--- config.mk ---
export PLATFORM = sky130hd
export DESIGN_NAME = rx_frame_parser
export DESIGN_NICKNAME = d
export VERILOG_FILES = /design/src/rtl/rx_frame_parser.sv
export SDC_FILE = /design/constraint.sdc
export NUM_CORES = 1
export LEC_CHECK = 0
export CORE_MARGIN = 3
export CORE_UTILIZATION = 50
export CTS_BUF_LIST = sky130_fd_sc_hd__clkbuf_16
export DETAILED_ROUTE_END_ITERATION = 8
export PLACE_DENSITY_LB_ADDON = 0.15
export SYNTH_ARGS = -nofsm -noshare
export SYNTH_HDL_FRONTEND = slang
export SYNTH_SLANG_ARGS = --single-unit
--- constraint.sdc ---
create_clock -name rd_clk -period 2.3 [get_ports rd_clk]
set_input_delay 0.23 -clock rd_clk [delete_from_list [all_inputs] [get_ports rd_clk]]
set_output_delay 0.23 -clock rd_clk [all_outputs]
set_load 0.05 [all_outputs]
--- src/rtl/rx_frame_parser.sv ---
// ---------------------------------------------------------------------------
// rx_frame_parser
//
// Pulls {rx_er, rx_dv, rxd} words from an upstream RX clock-crossing FIFO,
// strips preamble and SFD, and presents the frame bytes on an AXI-Stream
// style master port. The last byte carries m_tlast and an error marker in
// m_tuser (receive error, runt, or truncation at MAX_FRAME_LEN).
//
// The FIFO returns data one cycle after the read strobe. Those words land in
// a 4-entry skid buffer. Reads are issued only while the buffer, including
// any read already in flight, still has room.
//
// Optional feature macro: RX_FRAME_PARSER_STATS_EN enables the saturating
// frame and error counters. When it is undefined, the stat_* outputs are
// tied to zero.
//
// Ports
//   rd_clk          in   1   sole clock, rising edge
//   rd_rst_n        in   1   asynchronous active-low reset
//   fifo_rd_en      out  1   FIFO read strobe
//   fifo_rd_data    in   10  {rx_er, rx_dv, rxd[7:0]}, valid the cycle after a read
//   fifo_rd_empty   in   1   FIFO empty flag
//   m_tdata         out  8   frame byte
//   m_tvalid        out  1   m_tdata valid
//   m_tready        in   1   downstream accept
//   m_tlast         out  1   last byte of frame
//   m_tuser         out  1   frame error marker (meaningful with m_tlast)
//   stat_frame_cnt  out  16  frames delivered
//   stat_err_cnt    out  16  errored frames delivered plus frames dropped
// ---------------------------------------------------------------------------
module rx_frame_parser #(
    parameter int MAX_FRAME_LEN = 1522,
    parameter int MIN_FRAME_LEN = 64
) (
    input  logic        rd_clk,
    input  logic        rd_rst_n,
    output logic        fifo_rd_en,
    input  logic [9:0]  fifo_rd_data,
    input  logic        fifo_rd_empty,
    output logic [7:0]  m_tdata,
    output logic        m_tvalid,
    input  logic        m_tready,
    output logic        m_tlast,
    output logic        m_tuser,
    output logic [15:0] stat_frame_cnt,
    output logic [15:0] stat_err_cnt
);

    typedef enum logic [1:0] {
        IDLE     = 2'd0,
        PREAMBLE = 2'd1,
        DATA     = 2'd2,
        DROP     = 2'd3
    } state_t;

    localparam logic [10:0] MAX_LEN_C  = 11'(MAX_FRAME_LEN);
    localparam logic [10:0] MIN_LEN_C  = 11'(MIN_FRAME_LEN);
    localparam logic [7:0]  PRE_BYTE_C = 8'h55;
    localparam logic [7:0]  SFD_BYTE_C = 8'hD5;

    // Read side and skid buffer
    logic       run_r;
    logic       inflight_r;
    logic [9:0] skid_mem_r [4];
    logic [1:0] skid_wr_ptr_r;
    logic [1:0] skid_rd_ptr_r;
    logic [2:0] skid_cnt_r;
    logic [2:0] occupancy_s;
    logic       push_s;
    logic       pop_s;
    logic       out_free_s;

    // Word at the head of the skid buffer
    logic [9:0] word_s;
    logic       w_er_s;
    logic       w_dv_s;
    logic [7:0] w_byte_s;

    // Frame FSM state
    state_t      state_r;
    logic        sync_r;
    logic [2:0]  pre_cnt_r;
    logic [7:0]  hold_r;
    logic        hold_vld_r;
    logic [10:0] len_r;
    logic        err_r;
    logic        drop_entry_s;

    // run_r keeps the read strobe low while reset is asserted.
    assign occupancy_s = skid_cnt_r + {2'b00, inflight_r};
    assign fifo_rd_en  = run_r & ~fifo_rd_empty & (occupancy_s < 3'd4);
    assign push_s      = inflight_r;
    assign out_free_s  = ~m_tvalid | m_tready;
    // A word is consumed only when the output register could take a beat.
    // This keeps a word from needing to emit while the output is still stalled.
    assign pop_s       = (skid_cnt_r != 3'd0) & out_free_s;

    assign word_s   = skid_mem_r[skid_rd_ptr_r];
    assign w_er_s   = word_s[9];
    assign w_dv_s   = word_s[8];
    assign w_byte_s = word_s[7:0];

    // Read-in-flight tracking and the 4-entry skid buffer
    always_ff @(posedge rd_clk or negedge rd_rst_n) begin
        if (!rd_rst_n) begin
            run_r         <= 1'b0;
            inflight_r    <= 1'b0;
            skid_wr_ptr_r <= 2'd0;
            skid_rd_ptr_r <= 2'd0;
            skid_cnt_r    <= 3'd0;
            for (int i = 0; i < 4; i++) begin
                skid_mem_r[i] <= 10'd0;
            end
        end else begin
            run_r      <= 1'b1;
            inflight_r <= fifo_rd_en;
            // A read already issued is always captured; room was reserved for it.
            if (push_s) begin
                skid_mem_r[skid_wr_ptr_r] <= fifo_rd_data;
                skid_wr_ptr_r             <= skid_wr_ptr_r + 2'd1;
            end
            if (pop_s) begin
                skid_rd_ptr_r <= skid_rd_ptr_r + 2'd1;
            end
            case ({push_s, pop_s})
                2'b10:   skid_cnt_r <= skid_cnt_r + 3'd1;
                2'b01:   skid_cnt_r <= skid_cnt_r - 3'd1;
                default: skid_cnt_r <= skid_cnt_r;
            endcase
        end
    end

    // Detects the words that force the FSM into DROP; also feeds the error counter
    always_comb begin
        drop_entry_s = 1'b0;
        if (pop_s && sync_r && w_dv_s) begin
            case (state_r)
                IDLE: drop_entry_s = (w_byte_s != PRE_BYTE_C);
                PREAMBLE: begin
                    if (w_er_s) begin
                        drop_entry_s = 1'b1;
                    end else if (w_byte_s == PRE_BYTE_C) begin
                        // An eighth consecutive 0x55 is not a legal preamble.
                        drop_entry_s = (pre_cnt_r == 3'd7);
                    end else begin
                        drop_entry_s = (w_byte_s != SFD_BYTE_C) || (pre_cnt_r == 3'd0);
                    end
                end
                // The byte at MAX_FRAME_LEN is held, and the frame is still running.
                DATA:    drop_entry_s = hold_vld_r && (len_r == MAX_LEN_C);
                default: drop_entry_s = 1'b0;
            endcase
        end else begin
            drop_entry_s = 1'b0;
        end
    end

    // Frame FSM, lookahead byte, length/error tracking and registered stream outputs
    always_ff @(posedge rd_clk or negedge rd_rst_n) begin
        if (!rd_rst_n) begin
            state_r    <= IDLE;
            sync_r     <= 1'b0;
            pre_cnt_r  <= 3'd0;
            hold_r     <= 8'd0;
            hold_vld_r <= 1'b0;
            len_r      <= 11'd0;
            err_r      <= 1'b0;
            m_tvalid   <= 1'b0;
            m_tdata    <= 8'd0;
            m_tlast    <= 1'b0;
            m_tuser    <= 1'b0;
        end else begin
            if (m_tvalid && m_tready) begin
                m_tvalid <= 1'b0;
            end
            if (pop_s) begin
                if (!sync_r) begin
                    // Discard the tail of any frame already running at reset release.
                    if (!w_dv_s) begin
                        sync_r <= 1'b1;
                    end
                end else begin
                    case (state_r)
                        IDLE: begin
                            if (w_dv_s) begin
                                if (drop_entry_s) begin
                                    state_r <= DROP;
                                end else begin
                                    state_r   <= PREAMBLE;
                                    pre_cnt_r <= 3'd1;
                                end
                            end
                        end
                        PREAMBLE: begin
                            if (!w_dv_s) begin
                                state_r <= IDLE;
                            end else if (drop_entry_s) begin
                                state_r <= DROP;
                            end else if (w_byte_s == SFD_BYTE_C) begin
                                state_r    <= DATA;
                                hold_vld_r <= 1'b0;
                                len_r      <= 11'd0;
                                err_r      <= 1'b0;
                            end else begin
                                pre_cnt_r <= pre_cnt_r + 3'd1;
                            end
                        end
                        DATA: begin
                            if (!w_dv_s) begin
                                // End of frame: the held byte is the last one.
                                // With no held byte this was a zero-length frame.
                                if (hold_vld_r) begin
                                    m_tvalid <= 1'b1;
                                    m_tdata  <= hold_r;
                                    m_tlast  <= 1'b1;
                                    m_tuser  <= err_r | (len_r < MIN_LEN_C);
                                end
                                state_r    <= IDLE;
                                hold_vld_r <= 1'b0;
                                len_r      <= 11'd0;
                                err_r      <= 1'b0;
                            end else if (drop_entry_s) begin
                                // Oversize frame: close it on the byte at MAX_FRAME_LEN.
                                m_tvalid   <= 1'b1;
                                m_tdata    <= hold_r;
                                m_tlast    <= 1'b1;
                                m_tuser    <= 1'b1;
                                state_r    <= DROP;
                                hold_vld_r <= 1'b0;
                                len_r      <= 11'd0;
                                err_r      <= 1'b0;
                            end else begin
                                if (hold_vld_r) begin
                                    m_tvalid <= 1'b1;
                                    m_tdata  <= hold_r;
                                    m_tlast  <= 1'b0;
                                    m_tuser  <= 1'b0;
                                end
                                hold_r     <= w_byte_s;
                                hold_vld_r <= 1'b1;
                                len_r      <= len_r + 11'd1;
                                err_r      <= err_r | w_er_s;
                            end
                        end
                        DROP: begin
                            if (!w_dv_s) begin
                                state_r <= IDLE;
                            end
                        end
                        default: state_r <= IDLE;
                    endcase
                end
            end
        end
    end

`ifdef RX_FRAME_PARSER_STATS_EN
    logic        last_xfer_s;
    logic        zlen_err_s;
    logic [1:0]  err_inc_s;
    logic [15:0] frame_cnt_r;
    logic [15:0] err_cnt_r;

    function automatic logic [15:0] sat_add(input logic [15:0] base, input logic [1:0] inc);
        logic [16:0] sum;
        sum = {1'b0, base} + {15'd0, inc};
        sat_add = sum[16] ? 16'hFFFF : sum[15:0];
    endfunction

    assign last_xfer_s = m_tvalid & m_tready & m_tlast;
    assign zlen_err_s  = pop_s & sync_r & (state_r == DATA) & ~w_dv_s & ~hold_vld_r;
    // An errored last beat and a new drop/zero-length event can land in the same cycle.
    assign err_inc_s   = {1'b0, last_xfer_s & m_tuser} + {1'b0, drop_entry_s | zlen_err_s};

    // Saturating frame and error statistics
    always_ff @(posedge rd_clk or negedge rd_rst_n) begin
        if (!rd_rst_n) begin
            frame_cnt_r <= 16'd0;
            err_cnt_r   <= 16'd0;
        end else begin
            frame_cnt_r <= sat_add(frame_cnt_r, {1'b0, last_xfer_s});
            err_cnt_r   <= sat_add(err_cnt_r, err_inc_s);
        end
    end

    assign stat_frame_cnt = frame_cnt_r;
    assign stat_err_cnt   = err_cnt_r;
`else
    assign stat_frame_cnt = 16'd0;
    assign stat_err_cnt   = 16'd0;
`endif

endmodule

==> reports/metrics.csv <==
metric;value;unit
outcome;finished with violations;
failing checks;negative setup slack;
first-pass GRT wire length;14.3;mm
Layout fillers;654;
Critical Path AT;2600;ps
flops & latches, synth;87;
final design utilization;61.9;%
hpwl dp;5.56;mm
leakage;2.33;nW
top_reg_cell synth;dfrtp_1;
Routed WL;8.27;mm
largest net degree at the start of global routing;88;
clock network latency to the later pin of the worst-skew pair;330;ps
clk root buf;clkbuf_16;
Clock power frac;19.9;%
wire per inst;16.1;µm
Area contributors post-synth;dfrtp_1, mux2_2, buf_4;
clock skew;5.40;ps
WS Path Type;flip-flop to flip-flop;
post-synthesis instance area;4280;µm²
Hold Path Class;primary input to flip-flop;
Switch Pwr;0.00268;W
Placed Cells;492;
Rows;33;
fraction of layout cells with a size suffix above 1;26.7;%
sequential cell area fraction in the yosys report;50.8;%
CP Launch Type;flip-flop;
Area Growth Syn to Fin;19.2;%
Max-slew headroom;64.6;%
Sequential Power Share;35.3;%
share of the synthesized area in the top cell type;50.8;%
RSZ-0062 raised after global routing;yes;
DR pass1 iterations;4;
EDFF count, synth;0;
post-route cell area;5110;µm²
dominant cell type by area after synthesis;dfrtp_1;
Req. time, crit path;2500;ps
Post-Syn Area per Cell;12.2;µm²
final setup violation count;16;
Total GRT Usage;18.2;%
effective utilization at floorplan;51.9;%
total negative slack;-902;ps
diode count;0;
placed cell area;4710;µm²
PortBufs;25;
clock tree buffer depth;2;
CTS buffer count;9;
fin crit share;104;%
Via density;5.29;
clk slew on worst S/H paths;60;ps
Yosys cell types;46;
Final min period;2390;ps
die width;98.6;µm
Max IR drop VDD;0.768;mV
Starting DRT DRC Count;107;
Syn Inst Count;352;
height of the die;98.6;µm
area of the multi-input gates;1900;µm²
CTS Sinks;87;
initial antenna violation count;0;
vias in the first global route;2857;
H-Tree Depth;3;
FF+latch area;2180;µm²
DRC errors left;0;
maximum fanout along the worst path;13;
TritonCTS clock tree;yes;
I/O pin count;58;
Final WS setup;-94.7;ps
internal power;0.00486;W
fin cells;514;
CP endpoint kind;flip-flop;
DRT antenna net count;0;
max-slew violations;0;
Pwr Density;1480;nW/µm²
detailed-route via count;2718;
Max Fclk;418;MHz
Nets;430;
Sw Ratio;35.5;%
combinational share of power;44.9;%
Async SR Flop Fraction;100;%
full die area;9720;µm²
Core Region;8260;µm²
number of max-cap violations;0;
synth warn;0;
routability cong.;0.862;
Final Hold Fails;0;
actual slew at the worst max-slew pin;530;ps
grt ovf;0;
## routing by layer
| metal | GRT usage [%] | vias up | part of all wire, % |
|---|---|---|---|
| met1 | 25.2 | 1345 | 48 |
| li1 | - | 1293 | - |
| met2 | 28.7 | 63 | 47 |
| met4 | 5.67 | 0 | 1.9 |
| met3 | 4.03 | 17 | 3.5 |
| met5 | 0 | - | 0 |
## synth_stat cells (2+ instances only)
cell,n
mux2_2,49
xor2_1,4
dfrtp_1,87
xnor2_1,4
and3_1,5
buf_6,2
nor2b_1,2
o22ai_1,2
buf_4,32
clkbuf_1,10
nor2_1,6
a32o_1,2
ha_1,10
inv_1,14
nand2_1,38
nand3_1,10
mux4_1,9
nand2b_1,4
a21oi_1,11
a31oi_1,9
a41oi_1,5
conb_1,2
nor3_1,4
o21ai_0,5
a21o_1,2
and2_1,2
nand4_1,3
## area by class of cell
| type | count | area share [%] |
|---|---|---|
| Inverter | 14 | 1.03 |
| Tap cell | 105 | 2.57 |
| Clock buffer | 9 | 4.41 |
| Timing Repair Buffer | 56 | 10.7 |
| Clock inverter | 6 | 1.52 |
| Sequential cell | 87 | 42.6 |
| Multi-Input combinational cell | 237 | 37.1 |
## layout by cell type (no fill, tap or decap), types with 2 or more instances in the layout
master / count
a41oi_1: 5
xor2_1: 4
clkbuf_16: 9
nand3_1: 10
clkdlybuf4s50_1: 23
mux2_2: 49
a31oi_1: 9
o22ai_1: 2
ha_1: 10
a21o_1: 2
clkinv_2: 2
bufinv_16: 2
and2_1: 2
dfrtp_1: 86
a21oi_1: 11
mux4_2: 5
a32o_1: 2
xnor2_1: 4
buf_12: 5
buf_4: 26
nand4_1: 3
nor3_1: 3
o21ai_0: 5
nor2_1: 6
conb_1: 33
inv_1: 15
nor2b_1: 2
nand2_1: 38
and3_1: 4
nand2b_1: 4
mux4_1: 5
## critical path, cell delays in order (launching register included)
cell and delay, ps:
dfrtp_2 440, buf_6 150, buf_12 120, mux4_2 350, nand4bb_1 150, or4b_4 550, o31ai_4 230, buf_12 170
a31oi_1 100
## power by group through the flow
stage / Sequential, W / Combinational, W / Clock (W)
final: 0.00266 / 0.00338 / 0.00150
after CTS: 0.00265 / 0.00333 / 0.00153
after global placement: 0.00265 / 0.00311 / 0
after global routing: 0.00276 / 0.00371 / 0.00159
after floorplan: 0.00276 / 0.00196 / 0
after detailed placement: 0.00266 / 0.00319 / 0
## registers in the layout, indices dropped and copies added (netlist names), 3 cells and up
signal / cells
hold_r: 8
len_r: 11
m_tdata: 8
pre_cnt_r: 3
skid_cnt_r: 3
skid_mem_r: 40
## cell families (layout without fill, tap and decap cells)
family / Yosys count / in the layout / synth area share [%]
fa+ha+maj: 11 / 11 / 3.39
buf+inv: 59 / 85 / 8.32
mux: 60 / 60 / 19.2
simple gates: 84 / 84 / 9.90
other cells: 2 / 33 / 0.175
compound gates: 41 / 41 / 6.60
xor+xnor: 8 / 8 / 1.64
flops: 87 / 87 / 50.8
## repair_timing
action	4_1_cts	5_1_grt
hold buffers	1	0
pin swaps	0	2
setup buffers	2	4
endpoints found under the hold margin	87	0
setup endpoints to repair	25	26
gates resized for setup	10	4
## through the flow
stage | worst slack [ps] | hold WS [ps] | total power [W]
2_1_floorplan | -77.3 | -65.6 | 0.00473
3_3_place_gp | -103 | 307 | 0.00576
3_5_place_dp | -151 | 315 | 0.00585
4_1_cts | -104 | 443 | 0.00751
5_1_grt | -185 | 461 | 0.00805
6_report | -94.7 | 453 | 0.00754
## path summary, 6_finish.rpt
check	from	endpoint	slack, ps	depth (start not counted)
setup / recovery	skid_rd_ptr_r[0]	len_r[7]	-90	8
hold / removal	fifo_rd_empty	inflight_r	450	2
setup reg to reg	skid_rd_ptr_r[0]	len_r[7]	-90	8
hold reg to reg	hold_r[7]	hold_r[7]	470	2
max in group asynchronous	rd_rst_n	skid_rd_ptr_r[0]	1420	3
min in group asynchronous	rd_rst_n	len_r[7]	490	3
Power figures use the tool's default switching activity.
